==> config.mk <==
export PLATFORM = sky130hd
export DESIGN_NAME = alu_writeback
export DESIGN_NICKNAME = d
export VERILOG_FILES = /design/src/rtl/alu_writeback.sv
export SDC_FILE = /design/constraint.sdc
export NUM_CORES = 1
export LEC_CHECK = 0
export ABC_CLOCK_PERIOD_IN_PS = 5150
export CORE_ASPECT_RATIO = 1.75
export CORE_UTILIZATION = 37
export DETAILED_ROUTE_END_ITERATION = 8
export HOLD_SLACK_MARGIN = 0.1
export PLACE_DENSITY = 0.74
export SLEW_MARGIN = 20
export SYNTH_ARGS = -nofsm -noshare
export SYNTH_HDL_FRONTEND = slang
export SYNTH_SLANG_ARGS = --single-unit
export TNS_END_PERCENT = 50
==> constraint.sdc <==
create_clock -name clk -period 5.15 [get_ports clk]
set_input_delay 1.545 -clock clk [delete_from_list [all_inputs] [get_ports clk]]
set_output_delay 1.545 -clock clk [all_outputs]
set_load 0.02 [all_outputs]
==> src/rtl/alu_writeback.sv <==
// ============================================================================
// Module   : alu_writeback
// Summary  : Writeback stage after the ALU. Sequences one or two register-file
//            writes per ALU result and keeps sticky divide-by-zero and
//            illegal-opcode flags.
// Revision : 1.0
// ============================================================================
`default_nettype none

module alu_writeback #(
    parameter int unsigned DATA_W  = 16,
    parameter int unsigned ADDR_W  = 4,
    parameter int unsigned R0_ADDR = 0
) (
    input  logic              clk,
    input  logic              rst_n,
    input  logic              in_valid,
    output logic              in_ready,
    input  logic [DATA_W-1:0] in_out,
    input  logic [DATA_W-1:0] in_r0,
    input  logic [3:0]        in_con,
    input  logic [ADDR_W-1:0] in_dest,
    input  logic              in_div0,
    input  logic              flush,
    input  logic              err_clr,
    output logic              wr_en,
    output logic [ADDR_W-1:0] wr_addr,
    output logic [DATA_W-1:0] wr_data,
    output logic              div_zero,
    output logic              illegal_op,
    output logic              busy
);

    localparam logic [1:0] C_ST_IDLE    = 2'd0;
    localparam logic [1:0] C_ST_WR_MAIN = 2'd1;
    localparam logic [1:0] C_ST_WR_R0   = 2'd2;

    localparam logic [ADDR_W-1:0] C_R0_ADDR = ADDR_W'(R0_ADDR);

    logic [1:0]        r_state;
    logic [1:0]        w_state_nxt;
    logic [DATA_W-1:0] r_out;
    logic [DATA_W-1:0] r_r0;
    logic [3:0]        r_con;
    logic [ADDR_W-1:0] r_dest;
    logic              r_dual;
    logic              r_div_zero;
    logic              r_illegal;

    logic w_is_single;
    logic w_is_dual;
    logic w_is_div0;
    logic w_is_illegal;
    logic w_accept;
    logic w_accept_wr;

    // Opcode classification of the incoming result
    always_comb begin
        w_is_single  = (in_con == 4'd1) || (in_con == 4'd2);
        w_is_dual    = (in_con == 4'd4) || ((in_con == 4'd8) && !in_div0);
        w_is_div0    = (in_con == 4'd8) && in_div0;
        w_is_illegal = !(w_is_single || w_is_dual || w_is_div0);
    end

    // A held DUAL in its first write cycle still owes the R0 write
    assign in_ready    = !((r_state == C_ST_WR_MAIN) && r_dual);
    assign w_accept    = in_valid && in_ready && !flush;
    assign w_accept_wr = w_accept && (w_is_single || w_is_dual);

    always_comb begin
        w_state_nxt = C_ST_IDLE;
        if (!flush) begin
            case (r_state)
                C_ST_IDLE:    w_state_nxt = w_accept_wr ? C_ST_WR_MAIN : C_ST_IDLE;
                C_ST_WR_MAIN: begin
                    if (r_dual)
                        w_state_nxt = C_ST_WR_R0;
                    else
                        w_state_nxt = w_accept_wr ? C_ST_WR_MAIN : C_ST_IDLE;
                end
                C_ST_WR_R0:   w_state_nxt = w_accept_wr ? C_ST_WR_MAIN : C_ST_IDLE;
                default:      w_state_nxt = C_ST_IDLE;
            endcase
        end
    end

    always_ff @(posedge clk or negedge rst_n) begin
        if (!rst_n) begin
            r_state <= C_ST_IDLE;
            r_out   <= '0;
            r_r0    <= '0;
            r_con   <= '0;
            r_dest  <= '0;
            r_dual  <= 1'b0;
        end else begin
            r_state <= w_state_nxt;
            if (w_accept) begin
                r_out  <= in_out;
                r_r0   <= in_r0;
                r_con  <= in_con;
                r_dest <= in_dest;
                r_dual <= w_is_dual;
            end
        end
    end

    // Sticky flags: a new offence in the same cycle as err_clr keeps the flag set
    always_ff @(posedge clk or negedge rst_n) begin
        if (!rst_n) begin
            r_div_zero <= 1'b0;
            r_illegal  <= 1'b0;
        end else begin
            r_div_zero <= (w_accept && w_is_div0)    || (r_div_zero && !err_clr);
            r_illegal  <= (w_accept && w_is_illegal) || (r_illegal  && !err_clr);
        end
    end

    always_comb begin
        wr_en   = 1'b0;
        wr_addr = '0;
        wr_data = '0;
        case (r_state)
            C_ST_WR_MAIN: begin
                wr_en   = 1'b1;
                wr_addr = r_dest;
                wr_data = r_out;
            end
            C_ST_WR_R0: begin
                wr_en   = 1'b1;
                wr_addr = C_R0_ADDR;
                wr_data = r_r0;
            end
            default: ;
        endcase
    end

    assign div_zero   = r_div_zero;
    assign illegal_op = r_illegal;
    assign busy       = (r_state != C_ST_IDLE);

    // The held opcode is kept for visibility only; the class bit drives sequencing
    logic w_unused;
    assign w_unused = ^r_con;

endmodule

`default_nettype wire

After elaboration in Yosys (flattened, before gate mapping)
Cells that the tools add are included.
Word-level totals
  flip-flop bits (word level): 41
  input bits: 46
  output and inout port bits: 25
  word-level logic and storage cells: 45
Operators by class
  equality and inequality tests: 6
  muxes and demuxes: 7
  reduce and logical (&&, ||, !) cells: 25
Operators with widths (count)
  $pmux W16 S2: 1
  $logic_and A1 B1 Y1: 10
  $logic_or A1 B1 Y1: 6
  $logic_not A1 Y1: 5
  $eq A4 B1 Y1 const B: 1
  $eq A4 B2 Y1 const B: 1
  $eq A4 B3 Y1 const B: 1
  $eq A4 B4 Y1 const B: 1
  $mux W2: 2
  $mux W4: 1
  $pmux W2 S2: 1
  $reduce_or A2 Y1: 2
  $eq A2 B1 Y1 const B: 1
  $eq A2 B2 Y1 const B: 1
  $logic_not A2 Y1: 1
  $mux W1: 2
  $reduce_bool A2 Y1: 1

Logic depth before layout (Yosys ltp)
Gate-level depths: netlist of run 1.
  depth after elaboration: 10
  depth in mapped cells: 7
  mapped depth without buffers: 5

Worst setup path before layout of run 1
Ideal clock, no wire load.
  path type: register to output
  start point: reg r_state[0]
  end point: out wr_data[0]
  data arrival time: 1.444 ns
  data required time: 3.605 ns
  path slack: 2.161 ns
  cell stages (with the launch flop): 5
  path buffers: 1
  cells stage by stage: dfrtp_1 -> inv_1 -> ha_1 -> clkbuf_1 -> nor2b_1
On the way
  word-level cells in the longest chain between the ends: 2
  elaborated cells on any way between the ends: 3
  those cells by class: 2 x eq/ne; 1 x mux
RTL lines
  start, declared: RTL line 40  | logic [1:0] r_state;
  start signal, assigned: RTL line 96  | r_state <= w_state_nxt;
  $eq A2 B2 Y1 or $eq A2 B1 Y1 (tied branches): RTL line 122  | case (r_state)
  $pmux W16 S2 (*): RTL line 122
  end, declared: RTL line 28  | output logic [DATA_W-1:0] wr_data,
Mark *: on every way between the ends. The rest lies on a longest branch, timed or not.

Final worst setup path of run 1
  start point: reg r_state[1]
  end point: out wr_data[13]
Same word-level chain as after synthesis.

==> results of run 1 <==
-- per-layer routing --
metal	wire length, um	vias to the layer above	part of all wire	global-route usage
met2	2234	45	0.53	0.2661
li1	-	675	-	-
met4	99	0	0.023	0.06593
met3	160	8	0.038	0.03222
met1	1753	698	0.41	0.1846
met5	0	-	0	0
-- final cells by class --
class	count	area, um^2
fill	477	2444
tap	74	92.59
clock buffer	7	86.33
sequential	41	1026
timing repair buffer	70	695.7
multi-input combinational	97	928.4
inverter	7	26.28
-- worst paths after layout --
check | from | endpoint | slack (ps) | cells after the start
worst max-delay path | r_state[1] | wr_data[13] | 1160 | 5
worst min-delay path | r_dest[1] | r_dest[1] | 490 | 1
worst max register to register | r_state[1] | r_dest[2] | 2290 | 5
worst min register to register | r_dest[1] | r_dest[1] | 490 | 1
max in group asynchronous | rst_n | r_r0[1] | 3210 | 1
min in group asynchronous | rst_n | r_out[8] | 1380 | 1
-- stage by stage --
step	hold slack, ps	instance area (um^2)	setup slack, ps	util	power (mW)
final	490.8	2855	1163	0.5388	0.7315
after floorplan	456.4	2037	2161	-	0.4702
after global routing	503.9	2855	988.7	0.5388	0.7732
after global placement	467.9	2769	1477	0.5226	0.5279
after detailed placement	477.5	2769	1473	0.5226	0.5319
after CTS	494.7	2855	1136	0.5388	0.7425
-- layout by cell type (no fill, tap or decap) --
cell | Yosys | final
nor2_1 | 2 | 2
o22ai_1 | 2 | 2
ha_1 | 4 | 4
nand2_1 | 2 | 1
a2111oi_4 | 1 | 1
clkdlybuf4s50_1 | 0 | 69
nand3_1 | 2 | 2
o211ai_1 | 1 | 1
nand2_2 | 0 | 1
clkbuf_1 | 4 | 1
a22oi_1 | 16 | 16
o21ai_0 | 1 | 1
inv_1 | 7 | 7
o311a_1 | 1 | 1
buf_2 | 2 | 1
nor2b_1 | 19 | 19
dfrtp_1 | 41 | 41
nor2b_2 | 1 | 1
and2_1 | 4 | 4
mux2_4 | 18 | 18
or4b_4 | 1 | 1
clkbuf_8 | 0 | 6
mux2_1 | 18 | 18
o311ai_1 | 1 | 1
a211oi_1 | 1 | 1
o21ai_1 | 1 | 1
nor3b_1 | 1 | 1
-- power groups by stage --
stage | Combinational, mW | Clock (mW) | Sequential, mW
after floorplan | 0.0776 | 0 | 0.393
after global placement | 0.130 | 0 | 0.398
after detailed placement | 0.134 | 0 | 0.398
after CTS | 0.134 | 0.216 | 0.393
after global routing | 0.143 | 0.232 | 0.399
final | 0.131 | 0.207 | 0.393
-- sequential cells by signal, summed over array words and instances (netlist names) --
| name | cells |
|---|---|
| r_out | 16 |
| r_r0 | 16 |
| r_dest | 4 |
| r_state | 2 |
| div_zero | 1 |
| illegal_op | 1 |
| r_dual | 1 |
-- cell families (layout without fill, tap and decap cells) --
group / count (synthesis) / after routing / share of synthesized area
muxes: 36 / 36 / 0.2322
AOI/OAI and AO/OA: 25 / 25 / 0.1001
buffers and inverters: 16 / 84 / 0.04177
DFF: 41 / 41 / 0.5037
and+or+nand+nor: 32 / 32 / 0.09767
adders and majority gates: 4 / 4 / 0.02457
==> results.md, run 1 <==
- Antenna cells: 0
- Total gr overflow: 0
- CTS H-tree lvls: 2
- Die Area: 5818 um^2
- LEAKAGE: 1.159 nW
- DR vias/cell: 4.818
- Sequential-to-total area share from yosys stat: 0.5037
- Sink Count: 41
- Via Count: 1426
- Switch share: 0.2319
- Cts repair resizes: 0
- Drt drc: 0
- Most frequent cell after synthesis: dfrtp_1
- Starting Density: 0.3844
- TritonCTS clock tree: built
- Initial antenna violation count: 0
- Critical Path RT: 3610 ps
- Ys Warns: 0
- Setup bufs post-CTS: 0
- Clock Skews: 4.577 ps
- Synth top area cells: dfrtp_1 50%, mux2_4 13%, mux2_1 10%, a22oi_1 5.9%, nor2b_1 5.8%
- DR pass1 iterations: 4
- Number of global-route vias before repair: 1468
- Iteration-0 DRC Markers: 59
- Post-synth cell types: 25
- Syn avg cell area: 13.23 um^2
- Row count: 35
- Cts hold-fix bufs: 0
- Power Dens Cells: 256.2 nW/um^2
- # IOs: 71
- Pin count of the biggest net entering global routing: 42
- Vert. Die Dim: 100.2 um
- CP startpoint kind: flip-flop
- Internal power: 561.9 uW
- Commonest cells in the netlist: 41 x dfrtp_1, 19 x nor2b_1, 18 x mux2_1, 18 x mux2_4, 16 x a22oi_1
- Clock slew at reported path FFs: 70 ps
- Detail Placement HPWL: 3006 um
- Part of the power in registers: 0.537
- Worst path bufs/invs: 2
- Area grow syn2layout: 40.17%
- Final Hold Fails: 0
- Fin crit share: 0.7741
- Crit-path cells: inv_1, ha_1, a22oi_1, nor2b_1, clkdlybuf4s50_1
- Peak VDD IR: 0.1419 mV
- Comb pwr share: 0.180
- Clock Power Share: 0.284
- Post-route minimum period: 3987 ps
- Max Cap Viol: 0
- Worst-Skew Late Latency: 290 ps
- CP Data Arrival Time: 2440 ps
- Mapped Cells: 154
- Clock Tree Root: clkbuf_8
- Psw: 169.6 uW
- Seq cells post-synth: 41
- Post-Syn Nets: 204
- CP endpoint kind: output port
- Highest Clock Rate: 0.2508 GHz
- TNS Setup: 0 ps
- Delay-heaviest family, CP: buffers and inverters
- GRT Util Overall: 0.1552
- Max Slew Vio Count: 0
- Mapped cell area: 2037 um^2
- Final setup fails: 0
- Worst-margin pin slew: 1075 ps
- Final instance count without filler cells: 296
- Max incr delay on CP: 710 ps
- Ys async rst share: 1.000
- EDFF count, synth: 0
- Post-placement cell count: 289
- Ys flop type: dfrtp_1
- Core area: 5299 um^2
- Worst Hold Class: flip-flop to flip-flop
- NumNets Final: 272
- Synth area leader: dfrtp_1
- TritonCTS Buffers: 5
- Area fraction of the dominant cell type after synthesis: 0.5037
- GPL Wtd Cong: 0.7749
- Status: complete, no violations
- WL final: 4248 um
- CP max-delay cell: ha_1
- Max FO, Critical Path: 23
- ANT nets after route: 0
- RSZ-0062 raised after global routing: false
- Drt wl/cell: 14.35 um
- Slew margin rel.: 0.2811
- Layout cell share with drive strength beyond 1: 0.1306
- First-pass GRT wire length: 6817 um
- Crit Path Category: flip-flop to output port
- IO buf count: 70
- Max clock buf depth: 2
- Die W: 58.09 um
(Power assumes the default switching activity.)
==> inputs of run 2 (changes only) <==
--- a/config.mk
+++ b/config.mk
@@ -5,12 +5,12 @@
 export SDC_FILE = /design/constraint.sdc
 export NUM_CORES = 1
 export LEC_CHECK = 0
-export ABC_CLOCK_PERIOD_IN_PS = 5150
+export ABC_CLOCK_PERIOD_IN_PS = 3600
 export CORE_ASPECT_RATIO = 1.75
 export CORE_UTILIZATION = 37
 export DETAILED_ROUTE_END_ITERATION = 8
 export HOLD_SLACK_MARGIN = 0.1
-export PLACE_DENSITY = 0.74
+export PLACE_DENSITY = 0.76
 export SLEW_MARGIN = 20
 export SYNTH_ARGS = -nofsm -noshare
 export SYNTH_HDL_FRONTEND = slang
==> constraint.sdc (replaced) <==
create_clock -name clk -period 3.6 [get_ports clk]
set_input_delay 1.08 -clock clk [delete_from_list [all_inputs] [get_ports clk]]
set_output_delay 1.08 -clock clk [all_outputs]
set_load 0.02 [all_outputs]
==> run 2 against run 1 <==
Combinational power up 46%. Largest cell class unchanged. Sequential share of layout area down 0.47 points. First-iteration DRC count down 20%.
==> results.md, run 2 (synthesis results as in run 1) <==
- Internal power: 787.6 uW (+40%)
- Clock Power Share: 0.271 (-0.013)
- Power Dens Cells: 357.5 nW/um^2 (+40%)
- Worst Hold Class: flip-flop to flip-flop
- Row count: 35 (unchanged)
- LEAKAGE: 1.183 nW (+2.0%)
- GPL Wtd Cong: 0.7876 (+1.6%)
- Reg2reg start: r_state[1]
- TritonCTS clock tree: built
- Peak VDD IR: 0.2083 mV (+47%)
- ANT nets after route: 0 (unchanged)
- First-pass GRT wire length: 6955 um (+2.0%)
- Area grow syn2layout: 42.01%
- Setup bufs post-CTS: 0 (unchanged)
- CP endpoint kind: output port
- Cts repair resizes: 0 (unchanged)
- DR pass1 iterations: 4 (unchanged)
- Starting Density: 0.3844 (unchanged)
- Max clock buf depth: 2 (unchanged)
- Sink Count: 41 (unchanged)
- Drt wl/cell: 14.59 um (+1.6%)
- Placed Area: 2811 um^2 (+1.5%)
- Clock slew at reported path FFs: 70 ps (about the same)
- Largest registers: r_out (16), r_r0 (16), r_dest (4)
- Final setup fails: 0 (unchanged)
- CP startpoint kind: flip-flop
- DR vias/cell: 4.883 (+1.4%)
- Detail Placement HPWL: 3221 um (+7.2%)
- Worst-Skew Late Latency: 280 ps (about the same)
- Layout cell share with drive strength beyond 1: 0.1460 (+0.01539)
- Via Count: 1465 (+2.7%)
- Cts hold-fix bufs: 0 (unchanged)
- Clock Tree Root: clkbuf_8
- Post-route minimum period: 3279 ps
- TritonCTS Buffers: 5 (unchanged)
- Die W: 58.09 um (unchanged)
- Highest Clock Rate: 0.3049 GHz
- Hold endpoint: r_dest[1]
- Fill cells: 462 (-3.1%)
- Worst Hold Path Cells: 1 (unchanged)
- FF-to-FF setup slack: 1470 ps (-820 ps)
- Psw: 246.6 uW (+45%)
- Max Slew Vio Count: 0 (unchanged)
- WL final: 4376 um (+3.0%)
- Core area: 5299 um^2 (unchanged)
- Reg-to-reg endpoint: r_r0[3]
- Iteration-0 DRC Markers: 47 (-20%)
- Number of global-route vias before repair: 1517 (+3.3%)
- FF-to-FF path depth: 7 (+2)
- Comb pwr share: 0.185 (+0.005)
- Drt drc: 0 (unchanged)
- Highest-count cells in the layout ignoring fill and taps: 69 x clkdlybuf4s50_1, 41 x dfrtp_1, 19 x nor2b_1
- Status: complete, no violations
- Switch share: 0.2384 (+0.006594)
- Part of the power in registers: 0.544 (+0.007)
- Commonest non-fill, non-tap cell in the layout: clkdlybuf4s50_1
- Clock Skews: 6.909 ps (+2.333 ps)
- Pin count of the biggest net entering global routing: 42 (unchanged)
- Hold Startpoint: r_dest[1]
- Antenna cells: 0 (unchanged)
- IO buf count: 70 (unchanged)
- # IOs: 71 (unchanged)
- Initial antenna violation count: 0 (unchanged)
- Crit Path Category: flip-flop to output port
- Slew margin rel.: 0.4022 (+0.1211)
- Vert. Die Dim: 100.2 um (unchanged)
- Total gr overflow: 0 (unchanged)
- RSZ-0062 raised after global routing: false
- TNS Setup: 0 ps (unchanged)
- Final instance area: 2893 um^2 (+1.3%)
- Die Area: 5818 um^2 (unchanged)
- Max FO, Critical Path: 17 (-26%)
- Worst-margin pin slew: 896.7 ps (-177.8 ps)
- CP Data Arrival Time: 2200 ps (-240 ps)
- Fin crit share: 0.9109
- CTS H-tree lvls: 2 (unchanged)
- Max Cap Viol: 0 (unchanged)
- Tot Pwr: 1.034 mW (+41%)
- Final Hold Fails: 0 (unchanged)
- Critical Path RT: 2520 ps (-1090 ps)
- GRT Util Overall: 0.1604 (+0.005205)
- NumNets Final: 276 (+1.5%)
[run 2: cell count changes in the layout (fill, tap and decap cells not counted), sizes merged]
cell and delta:
clkinv +1, clkbuf -1, buf +4
[run 2: layout make-up]
| cell class | count | area (um^2) | share of cell area |
|---|---|---|---|
| Clock inverter | 1 | 8.758 | 0.003028 |
| Tap cell | 74 | 92.59 | 0.03201 |
| Clock buffer | 6 | 72.57 | 0.02509 |
| Inverter | 7 | 26.28 | 0.009083 |
| Multi-Input combinational cell | 97 | 928.4 | 0.3209 |
| Sequential cell | 41 | 1026 | 0.3547 |
| Timing Repair Buffer | 74 | 738.2 | 0.2552 |
[run 2: how the worst max path moves through the flow]
stage	from	slack (ps)	to	cells after the start
2_1_floorplan	r_state[0]	1080	wr_data[0]	4
3_3_place_gp	r_state[1]	630	wr_data[2]	4
3_5_place_dp	r_state[0]	600	wr_data[4]	4
4_1_cts	r_state[0]	270	wr_data[4]	4
5_1_grt	r_state[0]	140	wr_data[8]	4
6_report	r_state[0]	320	wr_data[4]	4
[run 2: layer usage]
layer	vias up	global-route usage	wire (um)
li1	688	-	-
met1	720	0.1958	1759
met2	47	0.2573	2321
met3	10	0.03351	162
met4	0	0.09341	133
met5	-	0	0
[run 2: power by group through the flow]
stage                     logic (mW)  registers [mW]  clock network, mW
final                          0.191           0.563              0.280
after global placement         0.189           0.570                  0
after detailed placement       0.194           0.571                  0
after CTS                      0.194           0.563              0.293
after global routing           0.206           0.571              0.312
after floorplan                0.111           0.562                  0
[run 2: worst max-delay path, cell delays in order, from the launching register on]
cell and delay (ps):
dfrtp_1 390, inv_1 80, ha_1 600, nor2b_1 220, clkdlybuf4s50_1 630
[run 2: through the flow]
| step | util | std cells | worst slack (ps) | hold WS, ps |
|---|---|---|---|---|
| detailed placement | 0.5306 | 293 | 597.0 | 477.5 |
| CTS | 0.5459 | 300 | 271.7 | 495.6 |
| finish | 0.5459 | 300 | 320.6 | 489.8 |
| floorplan | - | 154 | 1076 | 456.4 |
| global route | 0.5459 | 300 | 139.5 | 510.9 |
| global placement | 0.5306 | 293 | 627.6 | 467.2 |
==> inputs of run 3 (changes only) <==
--- a/config.mk
+++ b/config.mk
@@ -15,4 +15,3 @@
 export SYNTH_ARGS = -nofsm -noshare
 export SYNTH_HDL_FRONTEND = slang
 export SYNTH_SLANG_ARGS = --single-unit
-export TNS_END_PERCENT = 50
==> results of run 3 <==
Same layout as run 2: the final DEF is identical, and so are final timing and power.
==> RTL edit, RTL diff (config.mk and constraints of run 1) <==
Register the input `in_div0` before use, without a reset. The logic sees it one clock later. The other inputs are not delayed to match.
--- a/src/rtl/alu_writeback.sv
+++ b/src/rtl/alu_writeback.sv
@@ -39,2 +39,8 @@
 
+    logic in_div0_q;
+
+    always_ff @(posedge clk) begin
+        in_div0_q <= in_div0;
+    end
+
     logic [1:0]        r_state;
@@ -59,4 +65,4 @@
         w_is_single  = (in_con == 4'd1) || (in_con == 4'd2);
-        w_is_dual    = (in_con == 4'd4) || ((in_con == 4'd8) && !in_div0);
-        w_is_div0    = (in_con == 4'd8) && in_div0;
+        w_is_dual    = (in_con == 4'd4) || ((in_con == 4'd8) && !in_div0_q);
+        w_is_div0    = (in_con == 4'd8) && in_div0_q;
         w_is_illegal = !(w_is_single || w_is_dual || w_is_div0);
Function: changed (a bounded check fails within 4 cycles, from zero or initial values and one cycle with rst_n low).
==> RTL edit against run 1 <==
Sequential cell count grew 1; cell count grew 0.68%; power grew 2.7%; clock skew grew 0.0064 ns; maximum frequency shrank 1.9%; core utilization grew 0.47 points; count of clock-buffer cells in the layout is the same; via count grew 3.7%; design area grew 0.88%; routed wire length grew 5.2%; non-clock buffer count is the same; synthesized area grew 0.98%; worst setup slack lost 0.078 ns; largest cell class unchanged; die area grew 0.95%.
==> RTL edit: results (changes against run 1) <==
* Slowest Stage Delay on Critical Path at approximately 0.7 ns
* Post_cts resized at 0 (unchanged)
* Syn. warnings at 0 (unchanged)
* R2R setup slack at 2.23 ns (was 2.29 ns)
* H-tree Lvls at 2 (unchanged)
* CP arrival at 2.52 ns (was 2.44 ns)
* First-pass GRT wire length at 7330 µm (was 6820 µm)
* Number of global-route vias before repair at 1569 (was 1468)
* Clk root buf: clkbuf_8 (unchanged)
* Layout cell share with drive strength beyond 1 at 0.134 (was 0.131)
* Most frequent cells after synthesis: 41 x dfrtp_1, 19 x nor2b_1, 18 x mux2_1, 18 x mux2_4, 16 x a22oi_1 (unchanged)
* Leak at 1.17 nW (was 1.16 nW)
* Status: completed (unchanged)
* Antenna violations before repair at 0 (unchanged)
* Final setup fails at 0 (unchanged)
* Post-route cell area at 0.00288 mm² (was 0.00286 mm²)
* Fillers at 472 (was 477)
* # diodes at 0 (unchanged)
* Top Family by Delay on Critical Path: buffers and inverters (unchanged)
* DP Area at 0.00279 mm² (was 0.00277 mm²)
* Nets at 273 (was 272)
* CP max stage cell: ha_1 (unchanged)
* First-pass iteration count of the detailed router at 4 (unchanged)
* Drt initial violations at 26 (was 59)
* FFs w/ async S/R, synth at 0.976 (was 1.00)
* Largest net degree at the start of global routing at 42 (unchanged)
* Synth cell types at 26 (was 25)
* Top flop regs: r_out: 16 flops, r_r0: 16 flops, r_dest: 4 flops (unchanged)
* Worst-path clk slew at ~0.080 ns
* Pre-CTS setup slack at 1.38 ns (was 1.47 ns)
* Hold Path Class: register to register (unchanged)
* Synth top area cells: dfrtp_1 50%, mux2_4 13%, mux2_1 9.9%, a22oi_1 5.8%, nor2b_1 5.8% (was dfrtp_1 50%, mux2_4 13%, mux2_1 10%, a22oi_1 5.9%, nor2b_1 5.8%)
* Max-cap viol count at 0 (unchanged)
* Syn_nets at 205 (was 204)
* Slew @ Worst Pin at 1.09 ns (was 1.07 ns)
* Clk buf depth at 2 (unchanged)
* Num CTS Buffers at 5 (unchanged)
* Max Fanout on Critical Path at 23 (unchanged)
* GPL Wtd Cong at 0.786 (was 0.775)
* PortBufs at 70 (unchanged)
* Seq/Total Area, Yosys at 0.509 (was 0.504)
* Setup Skew at 0.0110 ns (was 0.00458 ns)
* Postcts setup bufs at 0 (unchanged)
* HPWL after DPL at 3070 µm (was 3010 µm)
* Later-pin clock latency in the skew report at 0.29 ns (about the same)
* Via count at 1479 (was 1426)
* Gr usage total at 0.163 (was 0.155)
* VDD IR max at 0.000194 V (was 0.000142 V)
* WL/cell at 15.0 µm (was 14.4 µm)
==> RTL edit: cell count changes after synthesis, sizes merged <==
cell and change:
dfxtp +1
==> RTL edit: stage by stage <==
| stage | instances | hold WS, ns |
|---|---|---|
| global route | 298 | 0.509 |
| finish | 298 | 0.490 |
| CTS | 298 | 0.495 |
| detailed placement | 290 | 0.478 |
| global placement | 290 | 0.466 |
| floorplan | 155 | 0.442 |
==> RTL edit: cell type report <==
cell class                 instances  share of cell area
clock buffer                       7              0.0300
clock inverter                     1             0.00174
inverter                           7             0.00912
multi-input combinational         97               0.322
sequential                        42               0.363
tap                               74              0.0321
timing repair buffer              70               0.242
==> RTL edit: where the power goes <==
group	leakage, nW	total (mW)	switching [mW]	internal, mW
logic	0.623	0.131	0.0439	0.0875
registers	0.499	0.402	0.0259	0.376
clock network	0.0482	0.218	0.110	0.108
==> RTL edit: worst register-to-register path, delay by kind of cell (launching register included) <==
| kind | cells | cell delay, ns |
|---|---|---|
| muxes | 1 | 0.42 |
| adders and majority gates | 1 | 0.72 |
| DFF | 1 | 0.41 |
| buffers and inverters | 1 | 0.09 |
| and+or+nand+nor | 2 | 1.17 |
==> RTL edit: worst paths after layout <==
path,from,endpoint,cells after the start
max,r_state[1]$_DFF_PN0_,wr_data[13],5
min,r_dest[0]$_DFFE_PN0P_,r_dest[0]$_DFFE_PN0P_,1
max reg2reg,r_state[1]$_DFF_PN0_,r_out[15]$_DFFE_PN0P_,5
min reg2reg,r_dest[0]$_DFFE_PN0P_,r_dest[0]$_DFFE_PN0P_,1
max in group asynchronous,rst_n,r_out[2]$_DFFE_PN0P_,1
min in group asynchronous,rst_n,r_dest[3]$_DFFE_PN0P_,1
==> RTL edit: cell families (layout without fill, tap and decap cells) <==
kind of cell             Yosys count  after routing  share of synthesized area
AO/OA/AOI/OAI                     25             25                     0.0992
adder cells (fa/ha/maj)            4              4                     0.0243
buffers and inverters             16             85                     0.0414
flip-flops                        42             42                      0.509
multiplexers                      36             36                      0.230
AND/OR/NAND/NOR                   32             32                     0.0967
==> RTL edit: metal layers <==
metal	GRT usage	part of all wire	up-vias	routed length [µm]
met1	0.191	0.40	750	1780
li1	-	-	680	-
met3	0.0359	0.041	6	184
met5	0	0	-	0
met2	0.280	0.54	43	2410
met4	0.0733	0.023	0	103
